## config.mk

```make
export PLATFORM = sky130hd
export DESIGN_NAME = axis_sample_pacer
export DESIGN_NICKNAME = d
export VERILOG_FILES = /design/src/rtl/axis_sample_pacer.sv
export SDC_FILE = /design/constraint.sdc
export NUM_CORES = 1
export LEC_CHECK = 0
export CORE_AREA = 3 3 107 109
export CTS_BUF_LIST = sky130_fd_sc_hd__clkbuf_4 sky130_fd_sc_hd__clkbuf_8 sky130_fd_sc_hd__clkbuf_16
export DETAILED_ROUTE_END_ITERATION = 8
export DIE_AREA = 0 0 110 112
export DONT_BUFFER_PORTS = 1
export GPL_TIMING_DRIVEN = 0
export HOLD_SLACK_MARGIN = 0.02
export PLACE_DENSITY = 0.77
export REMOVE_ABC_BUFFERS = 1
export SYNTH_ARGS = -nofsm -noshare
export SYNTH_HDL_FRONTEND = slang
export SYNTH_SLANG_ARGS = --single-unit
```

## constraint.sdc

```tcl
create_clock -name aclk -period 4 [get_ports aclk]
set_clock_uncertainty 0.15 [all_clocks]
set_input_delay 0.4 -clock aclk [delete_from_list [all_inputs] [get_ports aclk]]
set_output_delay 0.4 -clock aclk [all_outputs]
set_load 0.005 [all_outputs]
```

## src/rtl/axis_sample_pacer.sv

```systemverilog
// axis_sample_pacer: paces 16-bit audio samples from a small FIFO onto an
// AXI-Stream master port, at most one sample per RATE_DIV clock cycles.
// Optional feature macro: AXIS_PACER_ZERO_FILL_EN. When it is defined, a tick
// that finds the FIFO empty emits a zero sample to keep the output cadence.
module axis_sample_pacer #(
  parameter int unsigned DATA_W   = 16,
  parameter int unsigned DEPTH    = 8,
  parameter int unsigned RATE_DIV = 1134
) (
  input  logic                     aclk,
  input  logic                     aresetn,
  input  logic                     in_valid,
  input  logic [DATA_W-1:0]        in_data,
  output logic                     in_ready,
  output logic                     m_axis_data_tvalid,
  input  logic                     m_axis_data_tready,
  output logic [DATA_W-1:0]        m_axis_data_tdata,
  output logic [$clog2(DEPTH):0]   fill,
  output logic                     underrun,
  output logic                     late
);

  localparam int unsigned PtrW  = $clog2(DEPTH);
  localparam int unsigned FillW = PtrW + 1;
  localparam int unsigned CntW  = (RATE_DIV > 1) ? $clog2(RATE_DIV) : 1;

  typedef enum logic [0:0] {StIdle, StPresent} state_e;

  state_e              state_q, state_d;
  logic [CntW-1:0]     cnt_q, cnt_d;
  logic [PtrW-1:0]     wr_ptr_q, rd_ptr_q;
  logic [FillW-1:0]    fill_q, fill_d;
  logic [DATA_W-1:0]   mem_q [DEPTH];
  logic [DATA_W-1:0]   tdata_q, tdata_d;
  logic                underrun_q, underrun_d;
  logic                late_q, late_d;
  logic                tick;
  logic                wr_en;
  logic                pop;

  assign tick     = (cnt_q == CntW'(RATE_DIV - 1));
  assign in_ready = (fill_q != FillW'(DEPTH));
  assign wr_en    = in_valid && in_ready;

  // Pace counter next state: free-running 0..RATE_DIV-1.
  always_comb begin
    cnt_d = tick ? '0 : cnt_q + CntW'(1);
  end

  // Pace counter register.
  always_ff @(posedge aclk) begin
    if (!aresetn) cnt_q <= '0;
    else          cnt_q <= cnt_d;
  end

  // FIFO storage; contents need no reset since the pointers are cleared.
  always_ff @(posedge aclk) begin
    if (wr_en) mem_q[wr_ptr_q] <= in_data;
  end

  // FIFO occupancy next state; a simultaneous write and pop cancel out.
  always_comb begin
    fill_d = fill_q;
    if (wr_en && !pop)      fill_d = fill_q + FillW'(1);
    else if (!wr_en && pop) fill_d = fill_q - FillW'(1);
  end

  // FIFO pointers and occupancy; pointers wrap naturally as DEPTH is a power of two.
  always_ff @(posedge aclk) begin
    if (!aresetn) begin
      wr_ptr_q <= '0;
      rd_ptr_q <= '0;
      fill_q   <= '0;
    end else begin
      if (wr_en) wr_ptr_q <= wr_ptr_q + PtrW'(1);
      if (pop)   rd_ptr_q <= rd_ptr_q + PtrW'(1);
      fill_q <= fill_d;
    end
  end

  // Output FSM next state: load on tick from IDLE, hold in PRESENT until accepted.
  always_comb begin
    state_d    = state_q;
    tdata_d    = tdata_q;
    underrun_d = underrun_q;
    late_d     = late_q;
    pop        = 1'b0;
    unique case (state_q)
      StIdle: begin
        if (tick) begin
          if (fill_q != '0) begin
            pop     = 1'b1;
            tdata_d = mem_q[rd_ptr_q];
            state_d = StPresent;
          end else begin
            underrun_d = 1'b1;
`ifdef AXIS_PACER_ZERO_FILL_EN
            tdata_d = '0;
            state_d = StPresent;
`endif
          end
        end
      end
      StPresent: begin
        if (m_axis_data_tready) state_d = StIdle;
        // A tick while presenting is dropped, even if the beat completes now.
        if (tick) late_d = 1'b1;
      end
      default: state_d = StIdle;
    endcase
  end

  // Output FSM, data holding register and sticky flags.
  always_ff @(posedge aclk) begin
    if (!aresetn) begin
      state_q    <= StIdle;
      tdata_q    <= '0;
      underrun_q <= 1'b0;
      late_q     <= 1'b0;
    end else begin
      state_q    <= state_d;
      tdata_q    <= tdata_d;
      underrun_q <= underrun_d;
      late_q     <= late_d;
    end
  end

  assign m_axis_data_tvalid = (state_q == StPresent);
  assign m_axis_data_tdata  = tdata_q;
  assign fill               = fill_q;
  assign underrun           = underrun_q;
  assign late               = late_q;

endmodule

```

**After elaboration in Yosys (flattened, before gate mapping)**

Memories as Yosys holds them, arrays and structs flattened. A register that Yosys moved wholly into a read port is not among the register bits.
Index checks and enable logic that the tools add are counted.

- Memories kept: 1
- Output and inout port bits: 24
- RAM bits: 128
- Register bits after elaboration: 24

- Equal/unequal tests: 2
- Reduce and logical (&&, ||, !) cells: 12
- Add/sub/neg operators: 5
- Mux-type cells: 9
- Bitwise gates (word level): 3

Memories:

| memory | depth | bits a word | read ports | clocked after memory_dff | write ports | RTL line | RTL |
|---|---|---|---|---|---|---|---|
| mem_q | 8 | 16 | 1 | 1 | 1 | 33 | `logic [DATA_W-1:0] mem_q [DEPTH];` |

Operators with widths:

| cell | count |
|---|---|
| 11-bit by 1-bit adder with 11-bit output, second input constant | 1 |
| 11-bit == test, second input constant | 1 |
| 4-bit 2-to-1 mux | 2 |
| 3-bit by 1-bit adder with 3-bit output, second input constant | 2 |
| 1-bit 2-to-1 mux | 6 |
| 3-bit AND reduction | 2 |
| 4-bit by 1-bit adder with 4-bit output, second input constant | 1 |
| 4-bit != test, second input constant | 1 |
| 4-bit nonzero test | 1 |
| 4-bit by 1-bit subtractor with 4-bit output, second input constant | 1 |
| 1-bit logical AND | 3 |
| 1-bit logical NOT | 3 |
| 1-bit NOT | 3 |
| 1-bit case mux with 2 select lines | 1 |
| 2-bit AND reduction | 1 |
| 2-bit nonzero test | 1 |
| 2-bit OR reduction | 1 |

**Longest topological paths before layout**

- Word-level depth: 7
- Mapped depth: 12
- Depth with buffers taken out: 12

**Worst setup path after synthesis**

No wires, ideal clock.

- Path kind: register -> register
- Start point: register fill_q[0], in the netlist fill[0]
- End point: memory mem_q[0][0], enable pin
- Clock period less this slack: 3.059 ns
- Slack: 0.941 ns
- Buffers on the path: 1
- Stages on the path, launching flop included: 5
- Data arrival time: 2.479 ns
- Cell sequence: dfxtp_1 -> or4b_1 -> clkbuf_1 -> nand2_2 -> nor4_1

- Word-level cells in the longest chain between the ends: 4

Ends and longest elaborated chain:

| item | RTL line | RTL |
|---|---|---|
| start, declared | 32 | `logic [FillW-1:0] fill_q, fill_d;` |
| start signal, assigned | 77 | `fill_q <= fill_d;` |
| 4-bit != test | 42 | `assign in_ready = (fill_q != FillW'(DEPTH));` |
| via in_ready | 14 | `output logic in_ready,` |
| 1-bit logical AND | 43 | `assign wr_en = in_valid && in_ready;` |
| 1-bit 2-to-1 mux | 58 | `if (wr_en) mem_q[wr_ptr_q] <= in_data;` |
| 1-bit 2-to-1 mux (implied by the code) | 58 |  |
| end, declared | 33 |  |

The timed path passes the listed nets, and every way through them passes these cells.

**Worst setup path after layout**

- Start point: register cnt_q[0]
- End point: register fill_q[3], in the netlist fill[3]

- Word-level cells in the longest chain between the ends: 6

Ends and longest elaborated chain:

| item | RTL line | RTL |
|---|---|---|
| start, declared | 30 | `logic [CntW-1:0] cnt_q, cnt_d;` |
| start signal, assigned | 53 | `else cnt_q <= cnt_d;` |
| 11-bit == test * | 41 | `assign tick = (cnt_q == CntW'(RATE_DIV - 1));` |
| 1-bit 2-to-1 mux * | 90 | `if (tick) begin` |
| 1-bit 2-to-1 mux * | 88 | `unique case (state_q)` |
| 1-bit logical NOT | 64 | `if (wr_en && !pop) fill_d = fill_q + FillW'(1);` |
| 1-bit logical AND | 64 |  |
| 4-bit 2-to-1 mux or 2-bit nonzero test (tied branches) | n/a |  |

Every way passes the cells marked *; elsewhere a longest branch is shown, timed or not.
A chain may end at the register's enable or synchronous reset.

==> impl_metrics.yaml <==
sta:
  fin_crit_ns: 3.25
  whs_ns: 0.0522
  hold_viol_final: 0
  fmax_mhz: 308
  rsz0062_at_grt: "false"
  tns_ns: 0
  report.final.slew_viol_count: 0
  tightest_slew_ns: 1.19
  period_share: 0.812
  finalSetupViolations: 0
  relSlewSlack: 0.202
flow_run:
  drv_cap: 0
routing:
  route.vias.total: 3481
  wire_per_inst_um: 21.1
  drc_errors: 0
  avgViaCountPerCell: 6.01
  wirelength_um: 12200
  first_pass_iters: 4
  drtIter0Drc: 273
  antenna_left: 0
die:
  die_w_um: 110
  die-height_um: 112
  die_area_sq_um: 12300
  initial_utilization: 0.613
  rows: 38
  ioPinCount: 44
  core-area_sq_um: 10700
grt:
  grt_pass1_wl_um: 19300
  grtUsageTotal: 0.218
  antenna_found_initial: 0
  grt_max_degree: 35
  grt_overflow: 0
  first_global_vias: 3479
setup_path:
  r2r_slack_ns: 0.75
  required_ns: 4.31
  cp-end-kind: "flip-flop"
  crit_path_max_fanout: 5
  path_class: "flip-flop to flip-flop"
  rr_endpoint: "fill[3]"
  start_kind: "flip-flop"
  rr_worst_depth: 11
  timing.rr.start: "cnt_q[0]"
  cp.arrival_ns: 3.56
hold_path:
  min-delay-start: "in_valid"
  whs_endpoint: "wr_ptr_q[2]"
  hold_depth: 3
  hold_path.class: "input port to flip-flop"
clock_tree:
  clk_latency_ns: 0.54
  cts_setup_buffers: 0
  path_clk_slew_ns: 0.06
  cts.sinks: 168
  htreeDepth: 4
  cts_buffers: 17
  cts_resized: 0
  clockBufferDepth: 2
  cts_tree: "done"
  cts_root_buf: "clkbuf_8"
cells_and_area:
  n_antenna_cell: 0
  syn_to_final_growth_pct: 16.7
  mostFrequentLayoutCell: "edfxtp_1"
  drive_above_1_share: 0.212
  final_cells: 579
  fin_area_sq_um: 7650
  n_fill_cell: 655
  regArea_sq_um: 4650
  multi_input_area_sq_um: 1820
  final_cell_mix: "128 x edfxtp_1, 38 x dfxtp_1, 32 x mux4_2, 27 x nand2_1, 20 x nand2b_1"
  fin_nets: 454
synthesis:
  yosys.area.top_type: "edfxtp_1"
  synth_top_area_share: 0.586
  synth_seq_cells: 168
  yosysUniqueCellTypes: 39
  yosys-top-cells-area: "edfxtp_1 59%, dfxtp_1 12%, mux4_2 11%"
  syn_area_per_cell_sq_um: 16.7
  synth_warnings: 0
  syn_area_sq_um: 6560
  synthCells: 393
  ys_seq_area_frac: 0.708
placement:
  dp_cells: 528
  port_buffers: 0
  place_area_sq_um: 6850
  gp_congestion: 0.767
  hpwlAfterDp_um: 7540
power_and_ir_drop:
  power_leakage_nw: 2.49
  ir_drop_uv: 449
  p_per_area_nw_per_um2: 516
run_status:
  status: "completed"
## final cells by class
type,count,area share
clock inverter,10,0.0188
timing repair buffer,34,0.0495
clock buffer,22,0.0615
multi-input combinational,200,0.238
tap,140,0.0229
inverter,5,0.00245
sequential,168,0.607
## metrics by stage
stage	worst slack [ns]	util	power, mW
final	0.750	0.715	3.95
after global routing	0.545	0.715	4.08
after CTS	0.753	0.715	3.97
after detailed placement	0.774	0.640	2.29
after global placement	-0.741	0.619	2.25
after floorplan	1.00	-	2.20
## cells by family after synthesis
logic type               share of synthesized area
XOR/XNOR                                    0.0187
AND/OR/NAND/NOR                             0.0859
AO/OA/AOI/OAI                               0.0351
buffers and inverters                       0.0197
flip-flops                                   0.708
adder cells (fa/ha/maj)                     0.0164
multiplexers                                 0.116
## where the power goes
part	internal (mW)	total (mW)	switching (mW)
sequential	1.96	2.01	0.0463
clock	1.02	1.67	0.648
combinational	0.122	0.273	0.151
## registers in the layout (all words and copies together) (netlist names)
register,cells
cnt_q,11
fill,4
late,1
m_axis_data_tdata,16
m_axis_data_tvalid,1
mem_q,128
rd_ptr_q,3
underrun,1
wr_ptr_q,3
## metal layers
layer  vias to the layer above  track usage  share of wire
met2                       122        0.330           0.48
li1                       1584            -              -
met4                         0       0.0732          0.015
met5                         -            0              0
met1                      1756        0.298           0.41
met3                        19       0.0777          0.089
## worst max path at each step
stage,start,end,slack (ns),cells after the start
floorplan,cnt_q[0],fill[3],1.00,11
CTS,cnt_q[0],fill[3],0.75,11
global placement,fill[0],mem_q[0][12],-0.74,3
finish,cnt_q[0],fill[3],0.75,11
global route,cnt_q[0],fill[3],0.55,11
detailed placement,cnt_q[0],fill[3],0.77,11
## cell usage after synthesis
master and n:
edfxtp_1 128, buf_4 1, clkbuf_1 8, buf_2 7, nor2b_1 4, nor4_4 1
o21a_1 1, nand2b_1 20, or4b_1 2, nor3_1 7, nand2_1 27, xor2_1 6
a211oi_1 1, buf_6 3, ha_1 7, nand3b_1 1, nand4bb_4 1, o21ai_0 15
or3_1 1, nand3_1 7, inv_1 5, nor4_1 2, mux2i_1 4, nand4_1 2
mux4_2 32, a21oi_1 2, buf_1 1, fa_1 1, nand4bb_1 1, and4_1 1
o21ai_1 2, nand2_2 1, a21boi_0 1, a31oi_1 18, nor2_1 18, or3b_2 1
and2_1 5, xnor2_1 8, dfxtp_1 40
## timing repair
action	in CTS	in global routing
hold buffers	19	0
setup endpoints to repair	0	0
endpoints found under the hold margin	157	0
## worst max-delay path, cell delays in order, from the launching register on
cell and delay, ns:
dfxtp_1 0.40, ha_1 0.22, nand4bb_4 0.14, or4b_1 0.56
or3_1 0.37, ha_1 0.20, inv_1 0.13, ha_1 0.29
a21oi_1 0.21, a211oi_1 0.10, a31oi_1 0.19, mux2i_1 0.21
Note: power is estimated with default switching activity, not from simulation.
==> variant 1 (same flow settings) <==
Take the reset off `tdata_q` and load it in a clocked block of its own.
--- a/src/rtl/axis_sample_pacer.sv
+++ b/src/rtl/axis_sample_pacer.sv
@@ -115,13 +115,15 @@
     if (!aresetn) begin
       state_q    <= StIdle;
-      tdata_q    <= '0;
       underrun_q <= 1'b0;
       late_q     <= 1'b0;
     end else begin
       state_q    <= state_d;
-      tdata_q    <= tdata_d;
       underrun_q <= underrun_d;
       late_q     <= late_d;
     end
+  end
+
+  always_ff @(posedge aclk) begin
+    tdata_q <= tdata_d;
   end
 
Formal check against the unedited RTL: no difference found for any inputs over 10 cycles, from zero or initial values and one cycle with aresetn low; that may be too few to reach the edited logic, so the function may still have changed.
==> variant 1 against the original RTL <==
- setup slack improved by 0.15 ns
- power down 2.6%
- core utilization decreased by 0.90 points
- sequential cell count is the same
- synthesized area decreased by 0.13%
- non-clock buffer count decreased by 2
- cell area fell by 1.3%
- routed wire length shrank 6.9%
- critical path type unchanged
==> variant 1: results <==
metrics = {
    "grt": {
        "grt_pass1_vias": 3302,
        "grt_util_all_layers_pct": 20.8,
        "grt_use_met2_pct": 33.3,
        "grtUsageMet1_pct": 27.3,
        "grt_pass1_wl_um": 18400,
        "grt_use_met3_pct": 5.80,
    },
    "logic_synthesis": {
        "ys_seq_area_share_pct": 73.4,
        "synth_cells": 341,
        "synth_cell_types": 42,
        "synth_area_leaders": "edfxtp_1 66%, mux4_2 11%, dfxtp_1 7.3%",
    },
    "place": {
        "hpwl_um": 7040,
        "gp_congestion": 0.779,
        "post_dp_cell_area_um2": 6810,
    },
    "power": {
        "cellLeakagePower_nw": 2.42,
        "ir_drop_v": 0.000305,
    },
    "worst_setup_path": {
        "worstRegToRegCells": 12,
        "cp_max_fo": 8,
        "r2r_slack_ns": 0.90,
        "worstSetupEndpoint": "fill[3]$_SDFFE_PN0P_",
        "cpPeakStageDelay_ns": 0.52,
    },
    "run_status": {
        "status": "finished, final reports clean",
    },
    "layout": {
        "num-fill-cells": 644,
        "layout-drive-gt1-share_pct": 27.1,
        "finalNetCount": 406,
    },
    "hold_path": {
        "hold_depth": 2,
        "hold_path_end": "cnt_q[1]$_SDFF_PP0_",
        "hp-start": "aresetn",
    },
    "sta": {
        "whs_ns": 0.0676,
        "worst_slew_pin_slew_ns": 1.05,
    },
    "routing": {
        "wire_per_inst_um": 21.4,
        "wl_met1_um": 4840,
        "vias_per_cell": 5.87,
        "wl_met2_um": 5910,
    },
}
## variant 1: cell count changes in the layout (fill, tap and decap cells not counted), sizes merged, moves of 4 or more
cell    delta
nor2       +7
xnor2      -6
edfxtp    +16
clkbuf     -4
o21ai     -16
nor2b      -4
xor2       +4
clkinv     +5
mux2      +16
nand2b    -17
nand2     -16
dfxtp     -16
a31oi     -17
## variant 1: cell type report
| class | count | area, µm² | area share [%] |
|---|---|---|---|
| clock buffer | 18 | 422 | 5.58 |
| clock inverter | 14 | 134 | 1.77 |
| multi-input combinational | 152 | 1640 | 21.6 |
| timing repair buffer | 32 | 357 | 4.72 |
| sequential | 168 | 4810 | 63.6 |
| inverter | 7 | 26.3 | 0.348 |
| tap | 140 | 175 | 2.32 |
## variant 1: kinds of logic (layout without fill, tap and decap cells)
family | count (synthesis) | in the layout | synth area share (%)
DFF | 168 | 168 | 73.4
and+or+nand+nor | 68 | 68 | 5.71
muxes | 51 | 51 | 14.2
buffers and inverters | 21 | 71 | 2.22
AOI/OAI and AO/OA | 13 | 13 | 1.24
xor gates and xnor gates | 12 | 12 | 1.60
adders and majority gates | 8 | 8 | 1.64
## variant 1: where the power goes
part | internal, mW | switching, mW
registers | 2.00 | 0.0476
logic | 0.133 | 0.149
clock network | 0.885 | 0.637
## variant 1: worst reg2reg max path, stage by stage (launching register included)
cell	delay, ns
dfxtp_1	0.39
ha_1	0.18
and4bb_2	0.24
nand2_1	0.13
nor2_2	0.52
inv_1	0.11
ha_1	0.22
inv_1	0.13
ha_1	0.29
a21oi_1	0.21
a211oi_1	0.10
a31oi_1	0.19
mux2i_1	0.19
## variant 1: repair_timing
action                    4_1_cts  5_1_grt
resized for setup               0        0
hold endpoints to repair      142        0
hold buffers                   19        0
==> variant 2 (same flow settings) <==
Without the edit above. The parameter `RATE_DIV` goes from 1134 to 2268.
--- a/src/rtl/axis_sample_pacer.sv
+++ b/src/rtl/axis_sample_pacer.sv
@@ -6,5 +6,5 @@
   parameter int unsigned DATA_W   = 16,
   parameter int unsigned DEPTH    = 8,
-  parameter int unsigned RATE_DIV = 1134
+  parameter int unsigned RATE_DIV = 2268
 ) (
   input  logic                     aclk,
Function: no difference found for any inputs over 10 cycles, from zero or initial values and one cycle with aresetn low; that may be too few to reach the edited logic, so the function may still have changed.
==> variant 2 against the original RTL <==
- synthesized area increased by 1.0%
- setup slack better by 0.26 ns
- core utilization increased by 0.44 points
- hold slack better by 0.043 ns
- cell area up 0.62%
- sequential cell count rose by 1
- first-iteration DRC count shrank 8.1%
- routed wire length rose by 3.4%
- power is 0.98% lower
- largest cell class unchanged
- largest power group unchanged
==> variant 2: results <==
metrics = {
    "routing": {
        "wl_met1_um": 5480,
        "num_vias": 3562,
        "wl_met3_um": 742,
        "wirelength_um": 12600,
    },
    "sta": {
        "fin_crit_ns": 2.99,
        "slew_headroom_pct": 16.1,
    },
    "layout": {
        "finalNetCount": 460,
        "layout-drive-gt1-share_pct": 20.2,
        "num-fill-cells": 676,
    },
    "power": {
        "cellLeakagePower_nw": 2.51,
        "seq_power_share_pct": 51.7,
        "comb_power_share_pct": 7.4,
        "ir_drop_v": 0.000511,
        "powerSeq_mw": 2.02,
    },
    "hold_path": {
        "hold_path_end": "cnt_q[0]$_SDFF_PP0_",
    },
    "cts": {
        "path_clk_slew_ns": 0.07,
        "cts_resized": 0,
    },
    "grt": {
        "grt_use_met3_pct": 7.07,
        "grtUsageMet1_pct": 32.4,
        "grt_use_met2_pct": 34.8,
        "grt_pass1_wl_um": 20500,
        "grt_pass1_vias": 3650,
        "grt_util_all_layers_pct": 23.2,
    },
    "logic_synthesis": {
        "synthTopCellsByCount": "128 x edfxtp_1, 41 x dfxtp_1, 32 x mux4_2",
        "ys_seq_area_share_pct": 70.4,
        "netlist_area_um2": 6630,
        "synth_cell_types": 41,
        "synth_compound_area_share_pct": 3.53,
        "synth-xor-area-share_pct": 1.98,
        "ys_async_sr_fraction_pct": 0,
        "synth_mux_area_share_pct": 11.5,
        "synth_area_leaders": "edfxtp_1 58%, dfxtp_1 12%, mux4_2 11%",
        "synth_fa_ha_area_share_pct": 1.44,
    },
    "place": {
        "place_ws_ns": 1.09,
        "gp_congestion": 0.756,
        "hpwl_um": 7590,
    },
    "worst_setup_path": {
        "cp_max_fo": 7,
        "r2r_slack_ns": 1.01,
        "cpPeakStageDelay_ns": 0.75,
        "timing.rr.start": "fill[0]$_SDFFE_PN0P_",
    },
    "run_status": {
        "status": "finished, final reports clean",
    },
}
## variant 2: changes by cell type after synthesis, moves of 2 or more
cell,unedited run,this run
buf_4,1,3
xor2_1,6,3
and3_1,0,2
buf_2,7,5
o21ai_1,2,13
clkbuf_1,8,6
nor2b_1,4,2
buf_6,3,5
o21ai_0,15,4
nand3_1,7,9
xnor2_1,8,12
nor2_1,18,20
o21a_1,1,3
## variant 2: through the flow
stage / instances / instance area (µm²)
2_1_floorplan: 377 / 6480
3_3_place_gp: 517 / 6660
3_5_place_dp: 532 / 6890
4_1_cts: 586 / 7700
5_1_grt: 586 / 7700
6_report: 586 / 7700
## variant 2: final cells by class
cell class                 count  share of cell area (%)
multi-input combinational    203                    23.8
clock buffer                  18                    5.56
inverter                       5                   0.244
timing repair buffer          37                    5.54
tap                          140                    2.27
clock inverter                14                    2.00
sequential                   169                    60.6
